[config.mk]
export PLATFORM = sky130hd
export DESIGN_NAME = regfile_param
export DESIGN_NICKNAME = d
export VERILOG_FILES = /design/src/rtl/regfile_pkg.sv /design/src/rtl/regfile_rdport.sv /design/src/rtl/regfile_param.sv
export SDC_FILE = /design/constraint.sdc
export NUM_CORES = 1
export LEC_CHECK = 0
export BUFFER_PORTS_ARGS = -buffer_cell sky130_fd_sc_hd__buf_2
export CAP_MARGIN = 20
export CORE_ASPECT_RATIO = 1.75
export CORE_MARGIN = 2
export CORE_UTILIZATION = 45
export CTS_BUF_LIST = sky130_fd_sc_hd__clkbuf_2
export DETAILED_ROUTE_END_ITERATION = 8
export SYNTH_ARGS = -nofsm -noshare
export SYNTH_HDL_FRONTEND = slang
export SYNTH_SLANG_ARGS = --single-unit
[constraint.sdc]
create_clock -name clk -period 2.8 [get_ports clk]
set_input_delay 0.28 -clock clk [delete_from_list [all_inputs] [get_ports clk]]
set_output_delay 0.28 -clock clk [all_outputs]
set_load 0.005 [all_outputs]
[src/rtl/regfile_pkg.sv]
// regfile_pkg: shared types and default sizing for the parametrised register file.
//   state_e    - clear sequencer state (IDLE, CLEAR)
//   DEF_WIDTH  - default data bits per entry
//   DEF_DEPTH  - default number of entries (power of two, >= 2)
package regfile_pkg;

  typedef enum logic {
    IDLE  = 1'b0,
    CLEAR = 1'b1
  } state_e;

  localparam int DEF_WIDTH = 16;
  localparam int DEF_DEPTH = 8;

endpackage

[src/rtl/regfile_rdport.sv]
// regfile_rdport: one registered read port of the register file.
// Output data is registered, so the port has one cycle of latency. The
// same-cycle write and clear are forwarded so the read sees the post-edge
// contents (write-first).
// Optional feature: REGFILE_ZERO_REG_EN forces index 0 to read as zero.
// Ports:
//   clk_i       rising-edge clock
//   reset_n_i   synchronous active-low reset, clears rd_o
//   idx_i       read address
//   entry_i     current stored contents of entry idx_i
//   wr_en_i     write accepted this cycle
//   wr_idx_i    write address
//   wr_data_i   write data
//   clr_en_i    clear sequencer zeroes clr_idx_i this cycle
//   clr_idx_i   entry being cleared
//   rd_o        registered read data
module regfile_rdport #(
  parameter int WIDTH = 16,
  parameter int AW    = 3
) (
  input  logic             clk_i,
  input  logic             reset_n_i,
  input  logic [AW-1:0]    idx_i,
  input  logic [WIDTH-1:0] entry_i,
  input  logic             wr_en_i,
  input  logic [AW-1:0]    wr_idx_i,
  input  logic [WIDTH-1:0] wr_data_i,
  input  logic             clr_en_i,
  input  logic [AW-1:0]    clr_idx_i,
  output logic [WIDTH-1:0] rd_o
);

  logic [WIDTH-1:0] rd_d, rd_q;

  // Writes and clears are mutually exclusive, so priority between them is moot.
  always_comb begin
    rd_d = entry_i;
    if (wr_en_i && (wr_idx_i == idx_i)) rd_d = wr_data_i;
    if (clr_en_i && (clr_idx_i == idx_i)) rd_d = '0;
`ifdef REGFILE_ZERO_REG_EN
    if (idx_i == '0) rd_d = '0;
`endif
  end

  always_ff @(posedge clk_i) begin
    if (!reset_n_i) rd_q <= '0;
    else            rd_q <= rd_d;
  end

  assign rd_o = rd_q;

endmodule

[src/rtl/regfile_param.sv]
// regfile_param: parametrised 2-read / 1-write register file with a hardware
// clear sequencer and a dropped-write pulse.
// Optional feature: REGFILE_ZERO_REG_EN makes entry 0 a hard-wired zero;
// writes to it are discarded and pulse wr_drop.
// Ports:
//   clk        rising-edge clock
//   reset_n    synchronous active-low reset
//   a_index    read port A address     b_index   read port B address
//   c_index    write address           we        write enable
//   d_input    write data              clr_req   request to zero all entries
//   a_output   registered port A data  b_output  registered port B data
//   clr_busy   clear sequencer active  clr_done  pulse after final entry cleared
//   wr_drop    pulse one cycle after a discarded write
module regfile_param
  import regfile_pkg::*;
#(
  parameter  int WIDTH = DEF_WIDTH,
  parameter  int DEPTH = DEF_DEPTH,
  localparam int AW    = $clog2(DEPTH)
) (
  input  logic             clk,
  input  logic             reset_n,
  input  logic [AW-1:0]    a_index,
  input  logic [AW-1:0]    b_index,
  input  logic [AW-1:0]    c_index,
  input  logic             we,
  input  logic [WIDTH-1:0] d_input,
  input  logic             clr_req,
  output logic [WIDTH-1:0] a_output,
  output logic [WIDTH-1:0] b_output,
  output logic             clr_busy,
  output logic             clr_done,
  output logic             wr_drop
);

  logic [WIDTH-1:0] mem_q [DEPTH];
  state_e           state_q;
  logic [AW-1:0]    ptr_q;
  logic             clr_done_q;
  logic             wr_drop_q;

  logic busy;
  logic zero_blk;
  logic wr_acc;
  logic wr_drop_d;

  assign busy = (state_q == CLEAR);

`ifdef REGFILE_ZERO_REG_EN
  assign zero_blk = (c_index == '0);
`else
  assign zero_blk = 1'b0;
`endif

  assign wr_acc    = we && !busy && !zero_blk;
  assign wr_drop_d = we && (busy || zero_blk);

  always_ff @(posedge clk) begin
    if (!reset_n) begin
      for (int i = 0; i < DEPTH; i++) mem_q[i] <= '0;
      state_q    <= IDLE;
      ptr_q      <= '0;
      clr_done_q <= 1'b0;
      wr_drop_q  <= 1'b0;
    end else begin
      wr_drop_q  <= wr_drop_d;
      clr_done_q <= 1'b0;
      if (wr_acc) mem_q[c_index] <= d_input;
      case (state_q)
        IDLE: begin
          if (clr_req) begin
            state_q <= CLEAR;
            ptr_q   <= '0;
          end
        end
        CLEAR: begin
          mem_q[ptr_q] <= '0;
          // Terminal count: the walk covers exactly DEPTH cycles.
          if (ptr_q == AW'(DEPTH - 1)) begin
            state_q    <= IDLE;
            ptr_q      <= '0;
            clr_done_q <= 1'b1;
          end else begin
            ptr_q <= ptr_q + 1'b1;
          end
        end
        default: state_q <= IDLE;
      endcase
    end
  end

  assign clr_busy = busy;
  assign clr_done = clr_done_q;
  assign wr_drop  = wr_drop_q;

  regfile_rdport #(.WIDTH(WIDTH), .AW(AW)) u_rd_a (
    .clk_i     (clk),
    .reset_n_i (reset_n),
    .idx_i     (a_index),
    .entry_i   (mem_q[a_index]),
    .wr_en_i   (wr_acc),
    .wr_idx_i  (c_index),
    .wr_data_i (d_input),
    .clr_en_i  (busy),
    .clr_idx_i (ptr_q),
    .rd_o      (a_output)
  );

  regfile_rdport #(.WIDTH(WIDTH), .AW(AW)) u_rd_b (
    .clk_i     (clk),
    .reset_n_i (reset_n),
    .idx_i     (b_index),
    .entry_i   (mem_q[b_index]),
    .wr_en_i   (wr_acc),
    .wr_idx_i  (c_index),
    .wr_data_i (d_input),
    .clr_en_i  (busy),
    .clr_idx_i (ptr_q),
    .rd_o      (b_output)
  );

endmodule

### Word-level counts from Yosys, hierarchy flattened

Memories as Yosys holds them, arrays and structs flattened. A register that Yosys moved wholly into a read port is not among the register bits.
Index checks and enable logic that the tools add are counted.

* bitwise gates (word level): 2
* reduce and logical (&&, ||, !) cells: 10
* $add $sub $neg: 1
* eq/ne operators: 4
* muxes and demuxes: 20

Operator list (count)
* $mux W16: 2
* $reduce_or A16 Y1: 2
* $mux W1: 12
* $mux W3: 4
* $eq A3 B3 Y1: 2
* $pmux W3 S2: 1
* $logic_and A1 B1 Y1: 4
* $reduce_or A2 Y1: 2
* $add A3 B1 Y3 const B: 1
* $eq A3 B3 Y1 const B: 1
* $ne A2 B2 Y1 const B: 1
* $not A1 Y1: 2
* $pmux W1 S2: 1
* $reduce_and A2 Y1: 1
* $logic_not A1 Y1: 1

* bits in registers: 6
* input bits: 29
* memories kept: 1
* bits in writable memories: 128

Memories
* mem_q: depth 8, width 16, read ports 2, clocked after memory_dff 2, write ports 8, line regfile_param.sv:36 `logic [WIDTH-1:0] mem_q [DEPTH];`

### Depth between registers and ports, before layout

* depth in word-level cells: 8
* gate-level depth with buffers: 8
* mapped depth without buffers: 6

### Cells and area by module

From an unflattened synthesis, not the netlist that was laid out.

* cells, all modules: 618
* area, all modules: 8610.8 µm²

Modules (own cells, without submodules)
* regfile_param: instances 1, area each 7332.0 µm², cells each 500, seq. area each 3963.8 µm²
* regfile_rdport: instances 2, area each 639.4 µm², cells each 59, seq. area each 320.3 µm²

### Worst setup path after synthesis

Ideal clock, no wire load.

* path kind: register -> register
* start: register state_q, in the netlist clr_busy
* end: memory mem_q[2][0] (enable)
* arrival time: 1835 ps
* setup time: 372 ps
* slack: 593 ps
* cell stages (with the launch flop): 8
* period minus slack after synthesis: 2207 ps
* data required time: 2428 ps
* cell sequence: dfxtp_1 > nand2_1 > clkbuf_1 > nand3b_1 > o31ai_1 > nand2_1 > clkbuf_1 > nand2_1

RTL lines
* from (decl): line regfile_param.sv:37 `state_e state_q;`
* from (signal assigned): line regfile_param.sv:61 `state_q <= IDLE;`
* from (signal assigned): line regfile_param.sv:72 `state_q <= CLEAR;`
* from (signal assigned): line regfile_param.sv:80 `state_q <= IDLE;`
* to (decl): line regfile_param.sv:36

### Worst setup path after layout

* start: register state_q, in the netlist clr_busy
* end: register u_rd_b.rd_q[10], in the netlist u_rd_b.rd_o[10], read port of mem_q

* word-level cells in the longest chain between the ends: 2

Ends and longest elaborated chain
* $logic_and A1 B1 Y1: line regfile_rdport.sv:39 `if (clr_en_i && (clr_idx_i == idx_i)) rd_d = '0;`
* $reduce_or A2 Y1 (no source line)
* to (decl): line regfile_rdport.sv:33 `logic [WIDTH-1:0] rd_d, rd_q;`

No other way between the ends.
A chain may end at the register's enable or synchronous reset.

==> tab_implementation.tex <==
\begin{tabular}{lr}
\hline
Metric & Value \\
\hline
\multicolumn{2}{l}{\textbf{Routing}} \\
\quad Total wire length after detailed routing & 22.7 mm \\
\quad Number of violations reported at the end of detailed-routing iteration 0 & 528 \\
\quad DRT Pass-1 Iters & 5 \\
\quad Via count & 5608 \\
\quad Routed len/inst & 24.3 um \\
\quad Number of design rule violations left after detail routing & 0 \\
\quad Via/cell ratio & 5.99 \\
\quad Final ANT Viol Nets & 0 \\
\multicolumn{2}{l}{\textbf{Floorplanning}} \\
\quad Die width & 105 um \\
\quad FP Rows & 64 \\
\quad Starting Density & 46.0\% \\
\quad \# IOs & 64 \\
\quad Area of the die & 19000 um\^{}2 \\
\quad Area of the core & 17500 um\^{}2 \\
\quad Floorplan die height & 181 um \\
\multicolumn{2}{l}{\textbf{Clock network}} \\
\quad Clock tree root buffer cell & sky130\_fd\_sc\_hd\_\_clkbuf\_2 \\
\quad Sinks on Clock Net & 166 \\
\quad Maximum level of the CTS H-tree & 4 \\
\quad Post-CTS Setup Repair Bufs & 0 \\
\quad TritonCTS clock tree & built \\
\quad Number of buffers added to fix hold violations after cts & 16 \\
\quad Clock network latency to the later pin of the worst-skew pair & 750 ps \\
\quad Inserted Clock Buffers & 17 \\
\quad Register clock-pin slew on the reported worst setup and hold paths & 270 ps \\
\quad Maximum buffer depth of the clock tree & 2 \\
\quad Resized cells post-CTS & 0 \\
\multicolumn{2}{l}{\textbf{Synthesis}} \\
\quad Number of synthesized flops with an enable pin & 128 \\
\quad Top cell type's share of synthesized area & 47.9\% \\
\quad Yosys warning total & 0 \\
\quad Leading area contributor after synthesis & sky130\_fd\_sc\_hd\_\_edfxtp\_1 \\
\quad Mean instance size in the synthesized netlist & 13.4 um\^{}2 \\
\quad Yosys reg bits & 166 \\
\quad Async set-or-reset flop fraction in the synthesized netlist & 0\% \\
\quad Number of distinct library cell variants in the gate-level netlist after synthesis & 37 \\
\quad Synthesized instance count & 598 \\
\quad Synthesized area & 8030 um\^{}2 \\
\quad Most instantiated library cell after synthesis & sky130\_fd\_sc\_hd\_\_nor2\_1 \\
\quad Top post-synthesis cells by count & 136 x sky130\_fd\_sc\_hd\_\_nor2\_1, 128 x sky130\_fd\_sc\_hd\_\_edfxtp\_1, 64 x sky130\_fd\_sc\_hd\_\_mux4\_2, 54 x sky130\_fd\_sc\_hd\_\_nand2\_1, 38 x sky130\_fd\_sc\_hd\_\_dfxtp\_1 \\
\quad Net Count, Synth & 629 \\
\quad Top post-synthesis cells by area & sky130\_fd\_sc\_hd\_\_edfxtp\_1 48\%, sky130\_fd\_sc\_hd\_\_mux4\_2 18\%, sky130\_fd\_sc\_hd\_\_dfxtp\_1 9.5\% \\
\quad Top flip-flop cell by instance count after synthesis & sky130\_fd\_sc\_hd\_\_edfxtp\_1 \\
\quad Register area share after synthesis & 57.4\% \\
\multicolumn{2}{l}{\textbf{Final layout}} \\
\quad Total area of sequential cells & 4600 um\^{}2 \\
\quad Filler cell count & 1591 \\
\quad Utilization after layout & 52.6\% \\
\quad Layout area overhead & 14.4\% \\
\quad Fraction of final layout cells sized beyond drive strength 1 & 30.7\% \\
\quad Net count reported at finish & 722 \\
\quad Area of combinational cells with multiple inputs & 3220 um\^{}2 \\
\quad Final design area excluding fillers & 9190 um\^{}2 \\
\multicolumn{2}{l}{\textbf{Global routing}} \\
\quad Number of antenna violations at the first check in global routing & 1 \\
\quad Global-route congestion overflow total & 0 \\
\quad Vias in the first global route & 5832 \\
\quad Largest net degree at the start of global routing & 33 \\
\quad Global-route usage over all layers & 24.7\% \\
\quad Global-route wire length before repair & 34.2 mm \\
\multicolumn{2}{l}{\textbf{Timing}} \\
\quad Total Negative Setup Slacks & 0 ps \\
\quad Worst-case headroom to the max-slew limit & 52.2\% \\
\quad Final worst path period need & 2400 ps \\
\quad Setup skew after layout & 34.9 ps \\
\quad Portion of the clock cycle consumed by the worst path in the final layout & 85.9\% \\
\quad Hold slack & 47.4 ps \\
\quad Hold violation count in the final report & 0 \\
\quad Setup repair after global routing missed its margin & no \\
\quad Achievable clock frequency & 416 MHz \\
\quad Number of slew-limit violations in the final report & 0 \\
\quad Final-report setup violation count & 0 \\
\quad Slew of the pin with the lowest slew margin & 717 ps \\
\multicolumn{2}{l}{\textbf{Pwr}} \\
\quad Worst vdd rail ir drop & 0.000266 V \\
\quad Leak Pwr & 3.54 nW \\
\quad Power per cell area & 542 nW/um\^{}2 \\
\multicolumn{2}{l}{\textbf{Min path}} \\
\quad Class of the worst hold path & in2reg \\
\multicolumn{2}{l}{\textbf{Setup path}} \\
\quad Crit Path Class & reg2reg \\
\quad Maximum fanout along the worst path & 28 \\
\quad Worst Setup End Kind & flop \\
\quad Required time of the critical path & 3440 ps \\
\quad Critical path data arrival time & 3050 ps \\
\quad Startpoint type of the worst setup path & flop \\
\multicolumn{2}{l}{\textbf{Place}} \\
\quad Standard cell area after detailed placement & 8760 um\^{}2 \\
\quad Detailed placer's ending HPWL & 14.4 mm \\
\quad Final estimated routing congestion in global placement & 0.857 \\
\quad Number of port buffers & 63 \\
\multicolumn{2}{l}{\textbf{Run status}} \\
\quad Run status & finished, final reports clean \\
\multicolumn{2}{l}{\textbf{Job}} \\
\quad Total of max-cap violations & 0 \\
\hline
\end{tabular}
cells by family (layout without fill, tap and decap cells):
family / count (synthesis) / count (layout) / synth area share (%)
AOI/OAI and AO/OA: 54 / 54 / 4.75
xor gates and xnor gates: 9 / 9 / 0.982
adders and majority gates: 2 / 2 / 0.312
buffers and inverters: 48 / 154 / 2.76
DFF: 166 / 166 / 57.4
muxes: 98 / 98 / 22.5
other: 0 / 1 / 0
and+or+nand+nor: 221 / 221 / 11.3
stage by stage:
step           total power [mW]  setup slack (ps)  instances
3_3_place_gp               3.62               549        886
5_1_grt                    5.19               313        936
4_1_cts                    5.02               415        934
6_report                   4.98               395        936
3_5_place_dp               3.64               488        886
2_1_floorplan              3.35               593        598
power breakdown:
part           switching (mW)  internal (mW)  total [mW]
Sequential             0.0733           2.80        2.87
Combinational           0.395          0.339       0.735
Clock                   0.934          0.445        1.38
Total                    1.40           3.58        4.98
worst max-delay path, cell delays in order (launching register included):
cell and delay, ps:
sky130_fd_sc_hd__dfxtp_1 570, sky130_fd_sc_hd__buf_4 260, sky130_fd_sc_hd__nand2_1 110, sky130_fd_sc_hd__buf_12 190, sky130_fd_sc_hd__a31o_1 210, sky130_fd_sc_hd__or4_1 550, sky130_fd_sc_hd__buf_4 240, sky130_fd_sc_hd__mux2i_1 140
flip-flops by register name (all words and copies together) (netlist names):
register	flops
mem_q	128
u_rd_a.rd_o	16
u_rd_b.rd_o	16
clr_done	1
wr_drop	1
ptr_q	3
clr_busy	1
layout make-up:
type / count / area share [%]
Sequential cell: 166 / 50.1
Inverter: 4 / 0.163
Antenna cell: 1 / 0.0272
Clock inverter: 14 / 1.81
Timing Repair Buffer: 118 / 8.66
Clock buffer: 18 / 0.981
Multi-Input combinational cell: 384 / 35.1
Tap cell: 231 / 3.15
placed cells by master (no fill, tap or decap), drive strengths merged, types with 11 or more instances in the layout:
cell type / n
clkbuf: 18
buf: 101
dfxtp: 38
dlygate4sd3: 17
mux2i: 18
nand2: 54
edfxtp: 128
and2: 16
mux2: 16
nor2: 136
a211oi: 33
mux4: 64
inv: 11
worst paths after layout:
check | from | endpoint | slack, ps | depth (start not counted)
max | clr_busy$_SDFF_PN0_ | u_rd_b.rd_o[10]$_SDFF_PP0_ | 400 | 7
min | d_input[7] | u_rd_b.rd_o[7]$_SDFF_PP0_ | 50 | 3
max reg2reg | clr_busy$_SDFF_PN0_ | u_rd_b.rd_o[10]$_SDFF_PP0_ | 400 | 7
min reg2reg | ptr_q[0]$_SDFFE_PN0P_ | ptr_q[0]$_SDFFE_PN0P_ | 720 | 2
per-layer routing:
layer  global-route usage, %  share of wire [%]  vias to the layer above
met5                       0                  0                        -
met4                    12.3                5.1                        0
met3                    4.67                7.1                       78
met2                    44.2                 54                      304
met1                    27.8                 34                     2800
li1                        -                  -                     2426
Power figures use the tool's default switching activity.
